### src/rtl/tick_timer_bank_if.sv
// tick_timer_bank_if: CPU load/readback bus for the timer channel bank.
// Master drives loads and read selects; slave returns registered read data.
interface tick_timer_bank_if #(
  parameter int CH_W  = 1,
  parameter int CNT_W = 8
);
  logic             wr_en;
  logic [CH_W-1:0]  wr_ch;
  logic [CNT_W-1:0] wr_data;
  logic [CH_W-1:0]  rd_ch;
  logic [CNT_W-1:0] rd_data;

  modport master (
    output wr_en,
    output wr_ch,
    output wr_data,
    output rd_ch,
    input  rd_data
  );

  modport slave (
    input  wr_en,
    input  wr_ch,
    input  wr_data,
    input  rd_ch,
    output rd_data
  );
endinterface

### src/rtl/tick_timer_bank.sv
// tick_timer_bank: CPU/60 Hz tick dividers plus NUM_CH down-counting channels.
// Define TIMER_FRAC_EN for a phase-accumulator 60 Hz tick with exact mean rate.
module tick_timer_bank #(
  parameter int CLK_HZ  = 12000000,
  parameter int CPU_HZ  = 500,
  parameter int TICK_HZ = 60,
  parameter int NUM_CH  = 2,
  parameter int CNT_W   = 8,
  parameter int CH_W    = 1
) (
  input  logic              clk,
  input  logic              rst_n,
  input  logic              enable,
  output logic              timer_cpu_tick,
  output logic              timer_60hz_tick,
  tick_timer_bank_if.slave  bus,
  output logic [NUM_CH-1:0] ch_active,
  output logic [NUM_CH-1:0] ch_expired
);

  localparam int CPU_DIV  = CLK_HZ / CPU_HZ;
  localparam int TICK_DIV = CLK_HZ / TICK_HZ;
  localparam int CPU_CW   = (CPU_DIV > 2) ? $clog2(CPU_DIV) : 1;

  if (CPU_DIV < 2) begin : g_cpu_div_err
    $error("tick_timer_bank: CPU_DIV must be >= 2");
  end
  if (TICK_DIV < 2) begin : g_tick_div_err
    $error("tick_timer_bank: TICK_DIV must be >= 2");
  end
  if (NUM_CH < 1 || (2 ** CH_W) < NUM_CH) begin : g_ch_err
    $error("tick_timer_bank: bad NUM_CH / CH_W");
  end

  logic [CPU_CW-1:0] cpu_cnt_q;
  logic [CPU_CW-1:0] cpu_cnt_d;
  logic              cpu_tick_q;
  logic              cpu_tick_d;
  logic              tick60_q;
  logic              tick60_d;

  logic [CNT_W-1:0]  ch_q [NUM_CH];
  logic [CNT_W-1:0]  ch_d [NUM_CH];
  logic [NUM_CH-1:0] exp_q;
  logic [NUM_CH-1:0] exp_d;
  logic [CNT_W-1:0]  rd_q;
  logic [CNT_W-1:0]  rd_d;

  always_comb begin
    cpu_cnt_d  = cpu_cnt_q;
    cpu_tick_d = 1'b0;
    if (enable) begin
      if (cpu_cnt_q == CPU_CW'(CPU_DIV - 1)) begin
        cpu_cnt_d  = '0;
        cpu_tick_d = 1'b1;
      end else begin
        cpu_cnt_d = cpu_cnt_q + CPU_CW'(1);
      end
    end
  end

`ifdef TIMER_FRAC_EN
  localparam int ACC_W = $clog2(CLK_HZ + TICK_HZ) + 1;

  logic [ACC_W-1:0] acc_q;
  logic [ACC_W-1:0] acc_d;
  logic [ACC_W-1:0] acc_sum;

  // Bresenham-style phase: ticks exactly TICK_HZ times per CLK_HZ cycles
  always_comb begin
    acc_sum  = acc_q + ACC_W'(TICK_HZ);
    acc_d    = acc_q;
    tick60_d = 1'b0;
    if (enable) begin
      if (acc_sum >= ACC_W'(CLK_HZ)) begin
        acc_d    = acc_sum - ACC_W'(CLK_HZ);
        tick60_d = 1'b1;
      end else begin
        acc_d = acc_sum;
      end
    end
  end

  always_ff @(posedge clk or negedge rst_n) begin
    if (!rst_n) begin
      acc_q <= '0;
    end else begin
      acc_q <= acc_d;
    end
  end
`else
  localparam int TICK_CW = (TICK_DIV > 2) ? $clog2(TICK_DIV) : 1;

  logic [TICK_CW-1:0] t60_cnt_q;
  logic [TICK_CW-1:0] t60_cnt_d;

  always_comb begin
    t60_cnt_d = t60_cnt_q;
    tick60_d  = 1'b0;
    if (enable) begin
      if (t60_cnt_q == TICK_CW'(TICK_DIV - 1)) begin
        t60_cnt_d = '0;
        tick60_d  = 1'b1;
      end else begin
        t60_cnt_d = t60_cnt_q + TICK_CW'(1);
      end
    end
  end

  always_ff @(posedge clk or negedge rst_n) begin
    if (!rst_n) begin
      t60_cnt_q <= '0;
    end else begin
      t60_cnt_q <= t60_cnt_d;
    end
  end
`endif

  // A tick registered just before enable drops must not leak out
  assign timer_cpu_tick  = cpu_tick_q & enable;
  assign timer_60hz_tick = tick60_q & enable;

  always_comb begin
    for (int i = 0; i < NUM_CH; i++) begin
      ch_d[i]  = ch_q[i];
      exp_d[i] = 1'b0;
      if (bus.wr_en && bus.wr_ch == CH_W'(i)) begin
        ch_d[i] = bus.wr_data;
      end else if (timer_60hz_tick && ch_q[i] != '0) begin
        ch_d[i]  = ch_q[i] - CNT_W'(1);
        exp_d[i] = (ch_q[i] == CNT_W'(1));
      end
    end
  end

  always_comb begin
    rd_d = '0;
    for (int i = 0; i < NUM_CH; i++) begin
      if (bus.rd_ch == CH_W'(i)) begin
        rd_d = ch_q[i];
      end
    end
  end

  always_comb begin
    ch_active = '0;
    for (int i = 0; i < NUM_CH; i++) begin
      ch_active[i] = |ch_q[i];
    end
  end

  assign ch_expired  = exp_q;
  assign bus.rd_data = rd_q;

  always_ff @(posedge clk or negedge rst_n) begin
    if (!rst_n) begin
      cpu_cnt_q  <= '0;
      cpu_tick_q <= 1'b0;
      tick60_q   <= 1'b0;
      for (int i = 0; i < NUM_CH; i++) begin
        ch_q[i] <= '0;
      end
      exp_q <= '0;
      rd_q  <= '0;
    end else begin
      cpu_cnt_q  <= cpu_cnt_d;
      cpu_tick_q <= cpu_tick_d;
      tick60_q   <= tick60_d;
      ch_q       <= ch_d;
      exp_q      <= exp_d;
      rd_q       <= rd_d;
    end
  end

endmodule
### src/flat_wrapper.sv
// flat-port wrapper written by rule: the top's interface ports become plain ports
module tick_timer_bank_flat 
#(
  parameter int CLK_HZ  = 12000000,
  parameter int CPU_HZ  = 500,
  parameter int TICK_HZ = 60,
  parameter int NUM_CH  = 2,
  parameter int CNT_W   = 8,
  parameter int CH_W    = 1
)
  (clk, rst_n, enable, timer_cpu_tick, timer_60hz_tick, ch_active, ch_expired, bus_wr_en, bus_wr_ch, bus_wr_data, bus_rd_ch, bus_rd_data);
  tick_timer_bank_if #(.CH_W(CH_W), .CNT_W(CNT_W)) bus_i ();
  input  logic clk;
  input  logic rst_n;
  input  logic enable;
  output logic timer_cpu_tick;
  output logic timer_60hz_tick;
  output logic [NUM_CH-1:0] ch_active;
  output logic [NUM_CH-1:0] ch_expired;
  input wire logic [$bits(bus_i.wr_en)-1:0] bus_wr_en;
  input wire logic [$bits(bus_i.wr_ch)-1:0] bus_wr_ch;
  input wire logic [$bits(bus_i.wr_data)-1:0] bus_wr_data;
  input wire logic [$bits(bus_i.rd_ch)-1:0] bus_rd_ch;
  output wire logic [$bits(bus_i.rd_data)-1:0] bus_rd_data;
  assign bus_i.wr_en = bus_wr_en;
  assign bus_i.wr_ch = bus_wr_ch;
  assign bus_i.wr_data = bus_wr_data;
  assign bus_i.rd_ch = bus_rd_ch;
  assign bus_rd_data = bus_i.rd_data;
  tick_timer_bank #(.CLK_HZ(CLK_HZ), .CPU_HZ(CPU_HZ), .TICK_HZ(TICK_HZ), .NUM_CH(NUM_CH), .CNT_W(CNT_W), .CH_W(CH_W)) u_core (.clk(clk), .rst_n(rst_n), .enable(enable), .timer_cpu_tick(timer_cpu_tick), .timer_60hz_tick(timer_60hz_tick), .bus(bus_i), .ch_active(ch_active), .ch_expired(ch_expired));
endmodule
### config.mk
export PLATFORM = sky130hd
export DESIGN_NAME = tick_timer_bank_flat
export DESIGN_NICKNAME = d
export VERILOG_FILES = /design/src/rtl/tick_timer_bank_if.sv /design/src/rtl/tick_timer_bank.sv /design/src/flat_wrapper.sv
export SDC_FILE = /design/constraint.sdc
export NUM_CORES = 1
export LEC_CHECK = 0
export BUFFER_PORTS_ARGS = -buffer_cell sky130_fd_sc_hd__buf_2
export CORE_MARGIN = 2
export CORE_UTILIZATION = 25
export CTS_BUF_LIST = sky130_fd_sc_hd__clkbuf_4 sky130_fd_sc_hd__clkbuf_8
export CTS_CLUSTER_SIZE = 20
export DETAILED_ROUTE_END_ITERATION = 8
export GPL_TIMING_DRIVEN = 0
export MAX_ROUTING_LAYER = met4
export PLACE_DENSITY_LB_ADDON = 0.12
export SLEW_MARGIN = 20
export SYNTH_ARGS = -nofsm -noshare
export SYNTH_HDL_FRONTEND = slang
export SYNTH_SLANG_ARGS = --single-unit
### constraint.sdc
create_clock -name clk -period 4.1 [get_ports clk]
set_input_delay 0.41 -clock clk [delete_from_list [all_inputs] [get_ports clk]]
set_output_delay 0.41 -clock clk [all_outputs]
set_load 0.005 [all_outputs]
# == After elaboration in Yosys (flattened, before gate mapping) ==
# Index checks and enable logic that the tools add are counted.
# totals
mem_bits_rw,0
out_inout_bits,14
inputBits,14
latch_bits,0
ff_bits,61
mem_bits_ro,0
wordCells,44
memories,0
# classes
shifts,0
n_div,0
n_mul,0
n_eq_ne,4
bitwise,3
reduce_logical,10
add_sub_neg,4
mux,15
n_lt_le_gt_ge,0
# op_table
cell,n
two-way mux 8 bit,5
"adder 18 x 1 -> 18 bit, second input constant",1
"equality test 18 bit, second input constant",1
two-way mux 18 bit,1
"equality test 8 x 1 -> 1 bit, second input constant",2
nonzero test 8 bit,2
OR reduction 8 bit,2
"subtractor 8 x 1 -> 8 bit, second input constant",2
"adder 15 x 1 -> 15 bit, second input constant",1
"equality test 15 bit, second input constant",1
two-way mux 15 bit,1
two-way mux 1 bit,8
logical AND 1 bit,4
nonzero test 2 bit,2
bitwise AND 1 bit,2
inverter 1 bit,1

# == Logic depth before layout (Yosys ltp) ==
# depth
depth_word,4
mapped_depth,6
mapped_depth_nobuf,6

# == Least setup slack after synthesis ==
# No wires, ideal clock.
# synth_timing
kind,reg2reg
start,reg u_core.ch_q[8] (netlist name)
end,reg u_core.ch_q[13] (netlist name)
setup_time_ps,126
n_path_buf,0
period_less_slack_ps,1785
path_stages_with_launch,7
setup_slack_ps,2315
arrival_time_ps,1659
required_time_ps,3974
cell_sequence,dfrtp_1 -> inv_1 -> ha_1 -> nor3b_1 -> a21oi_1 -> and3_1 -> a221o_1
# synth_between
elab_chain_cells,3
elab_cells_between_ends,6
classes_between,add/sub (1); mux (2); reduce/logical (3)
# synth_rtl
item,line,rtl
start: declaration,tick_timer_bank.sv:42,logic [CNT_W-1:0] ch_q [NUM_CH];
start signal: assignment,tick_timer_bank.sv:169,ch_q <= ch_d;
subtractor 8 x 1 -> 8 bit or nonzero test 8 bit (tied branches),"tick_timer_bank.sv:130, tick_timer_bank.sv:129",
two-way mux 8 bit or logical AND 1 bit (tied branches),tick_timer_bank.sv:129,end else if (timer_60hz_tick && ch_q[i] != '0) begin
two-way mux 8 bit or nonzero test 2 bit (tied branches),-,
# Several ways; a longest one is shown, not always the timed one. The select of a mux whose other input is x is not followed.
# A chain may end at the register's enable or synchronous reset.

# == Worst setup path in the final report ==
# layout_timing
start,reg u_core.ch_q[0] (netlist name)
end,out ch_active[1]
# layout_between
elab_chain_cells,1
# layout_rtl
item,line,rtl
OR reduction 8 bit,tick_timer_bank.sv:148,ch_active[i] = |ch_q[i];
end: declaration,flat_wrapper.sv:18,output logic [NUM_CH-1:0] ch_active;
# No other way between the ends.

==> flow_summary.json <==
{
  "async_flop_share": 1.00,
  "maxSlewViolCount": 0,
  "syn_inst": 314,
  "rows": 40,
  "start_kind": "flip-flop",
  "routedWlPerCell_microns": 14.3,
  "worstMarginPinSlew_ns": 0.600,
  "crit_type": "reg2out",
  "cts_made_buffers": 9,
  "ir_drop_mv": 0.142,
  "clock.fmax_mhz": 442,
  "yosys.area_share.simple": 0.249,
  "syn_avg_cell_area_sq_um": 9.93,
  "root_buffer": "clkbuf_8",
  "status": "completed",
  "drv_cap": 0,
  "slowest_delay_ns": 0.50,
  "drtAntennaViolNets": 0,
  "power.density_nw_per_um2": 417,
  "skew_ns": 0.00917,
  "setup_ws_ns": 1.84,
  "start_util": 0.258,
  "synth_compound_area_frac": 0.0846,
  "gp_congestion": 0.812,
  "cp_slowest_cell": "nor4b_2",
  "n_antenna_cell": 0,
  "drive_gt1_frac": 0.165,
  "grt_max_degree": 43,
  "multiInputGateArea_sq_um": 1520,
  "h-tree-depth": 3,
  "grt_usage": 0.129,
  "synth_fa_ha_area_frac": 0.0321,
  "vias_per_cell": 4.54,
  "yosysWarnings": 0,
  "timing.final.hold_violations": 0,
  "fin_nets": 376,
  "path_max_fanout": 6,
  "arrival_ns": 1.85,
  "synth_xor_area_frac": 0.0870,
  "finalSetupViolations": 0,
  "routed_wl_microns": 7530,
  "grt_pass1_vias": 2437,
  "cts.path.max_buffers": 2,
  "period_minus_slack_ns": 2.26,
  "grt_pass1_wl_microns": 12700,
  "die_h_microns": 116,
  "drcViolationCount": 0,
  "cts.sinks": 61,
  "num_vias": 2388,
  "synth_area_leaders": "dfrtp_1 (49%), xnor2_1 (7.0%), nor2_1 (3.9%), nand2_1 (3.7%), ha_1 (3.2%)",
  "dpl.hpwl_microns": 5380,
  "synth_ff_type": "dfrtp_1",
  "muxShareOfSynthArea": 0.0349,
  "drtPass1Iterations": 4,
  "ys_types": 45,
  "cts_tree": "yes",
  "antenna_found_initial": 0,
  "synth_edf_count": 0,
  "n_fill_cell": 1324,
  "seq_area_sq_um": 1530,
  "drt_iter0_drc": 123,
  "synth_most_common_cell": "dfrtp_1",
  "ys_ff_latch": 61,
  "period_share": 0.552,
  "seq_area_frac_synth": 0.489,
  "fin_tns_setup_ns": 0,
  "clk_pin_slew_ns": 0.07,
  "post-place-ws_ns": 2.04,
  "die_w_microns": 116,
  "pin_count": 28,
  "yosys.area.top_type": "dfrtp_1",
  "syn-cell-area_sq_um": 3120,
  "ctsResizeCount": 0,
  "synthesis.nets": 336,
  "leakagePower_nw": 1.56,
  "rsz0062_at_grt": "no",
  "coreArea_sq_um": 12100,
  "area_growth_pct": 18.3,
  "synth_common_cells": "dfrtp_1 (61), nor2_1 (32), nand2_1 (31)",
  "netlist.area_leader.share": 0.489,
  "required_ns": 3.69,
  "grt-ovfl-total": 0,
  "min_path_type": "in2reg",
  "clock_latency_ns": 0.35,
  "portBuffers": 27,
  "die-area_sq_um": 13400,
  "end_kind": "primary output",
  "crit_path_cell_trace": "inv_1 > ha_1 > nor4b_2 > nand2_1 > buf_2",
  "max_slew_margin": 0.597,
  "synth_top_family_by_area": "simple AND/OR/NAND/NOR gates"
}
[report_power, final]
group	switching [mW]	leakage (nW)	internal (mW)	total, mW
clock	0.233	0.0994	0.279	0.511
sequential	0.102	0.772	0.687	0.789
combinational	0.125	0.685	0.114	0.239
total	0.459	1.56	1.08	1.54
[kinds of logic after synthesis]
logic type | after synthesis
AO/OA/AOI/OAI | 44
XOR/XNOR | 31
adder cells (fa/ha/maj) | 8
buffers and inverters | 19
flip-flops | 61
multiplexers | 10
AND/OR/NAND/NOR | 141
[worst paths after layout]
kind | slack [ns] | end | from | depth (start not counted)
hold reg to reg | 0.49 | u_core.t60_cnt_q[4]$_DFFE_PN0P_ | u_core.t60_cnt_q[4]$_DFFE_PN0P_ | 1
min in group asynchronous | 0.50 | u_core.cpu_cnt_q[9]$_DFFE_PN0P_ | rst_n | 2
setup reg to reg | 2.03 | u_core.ch_q[13]$_DFFE_PN0P_ | u_core.ch_q[8]$_DFFE_PN0P_ | 6
hold / removal | 0.29 | u_core.ch_q[11]$_DFFE_PN0P_ | bus_wr_data[3] | 3
max in group asynchronous | 3.10 | u_core.bus.rd_data[4]$_DFF_PN0_ | rst_n | 3
setup / recovery | 1.84 | ch_active[1] | u_core.ch_q[0]$_DFFE_PN0P_ | 5
[routing by layer]
metal,global-route usage,vias to the layer above,share of wire
li1,-,1200,-
met4,0.0452,0,0.016
met3,0.0366,16,0.036
met5,-,-,0
met2,0.189,40,0.45
met1,0.171,1132,0.50
[sequential cells by signal, summed over array words and instances, names as in the netlist]
register / flops
u_core.cpu_tick_q: 1
u_core.tick60_q: 1
u_core.bus.rd_data: 8
u_core.ch_expired: 2
u_core.cpu_cnt_q: 15
u_core.ch_q: 16
u_core.t60_cnt_q: 18
[metrics by stage]
| stage | area (sq um) | cells | hold slack, ns | util | total power, mW |
|---|---|---|---|---|---|
| after floorplan | 3120 | 314 | 0.114 | - | 0.944 |
| after global placement | 3460 | 509 | 0.487 | 0.286 | 1.03 |
| after detailed placement | 3490 | 510 | 0.323 | 0.289 | 1.04 |
| after CTS | 3690 | 526 | 0.267 | 0.305 | 1.57 |
| after global routing | 3690 | 526 | 0.293 | 0.305 | 1.65 |
| final | 3690 | 526 | 0.289 | 0.305 | 1.54 |
[worst max-delay path: cells and delay by family (launching register included)]
family	cells	cell delay, ns
adder cells (fa/ha/maj)	1	0.22
AND/OR/NAND/NOR	2	0.60
flip-flops	1	0.43
buffers and inverters	2	0.25
[area by class of cell]
class / count / share of cell area
timing repair buffer: 29 / 0.0475
multi-input combinational: 234 / 0.412
tap: 168 / 0.0570
clock buffer: 14 / 0.0488
buffer: 6 / 0.00644
clock inverter: 1 / 0.00136
sequential: 61 / 0.414
inverter: 13 / 0.0132
[cell usage in the layout, fill, tap and decap left out, types with 5 or more instances in the layout]
cell      instances
inv_1            13
and4_1            5
xor2_1            6
nor4_1            7
a21oi_1          17
ha_1              8
mux2_2            7
clkbuf_8         12
nor2_1           32
clkbuf_1          5
dfrtp_1          61
nor3_1           12
xnor2_1          25
nand2_1          31
buf_2            27
nand4_1           8
o21ai_0          10
nand3_1          14
[repair_timing]
| item | 4_1_cts | 5_1_grt |
|---|---|---|
| hold buffers | 1 | 0 |
| endpoints found under the hold margin | 19 | 0 |
| buffers inserted | 0 | 0 |
No activity file was read; power rests on OpenSTA's default activity.
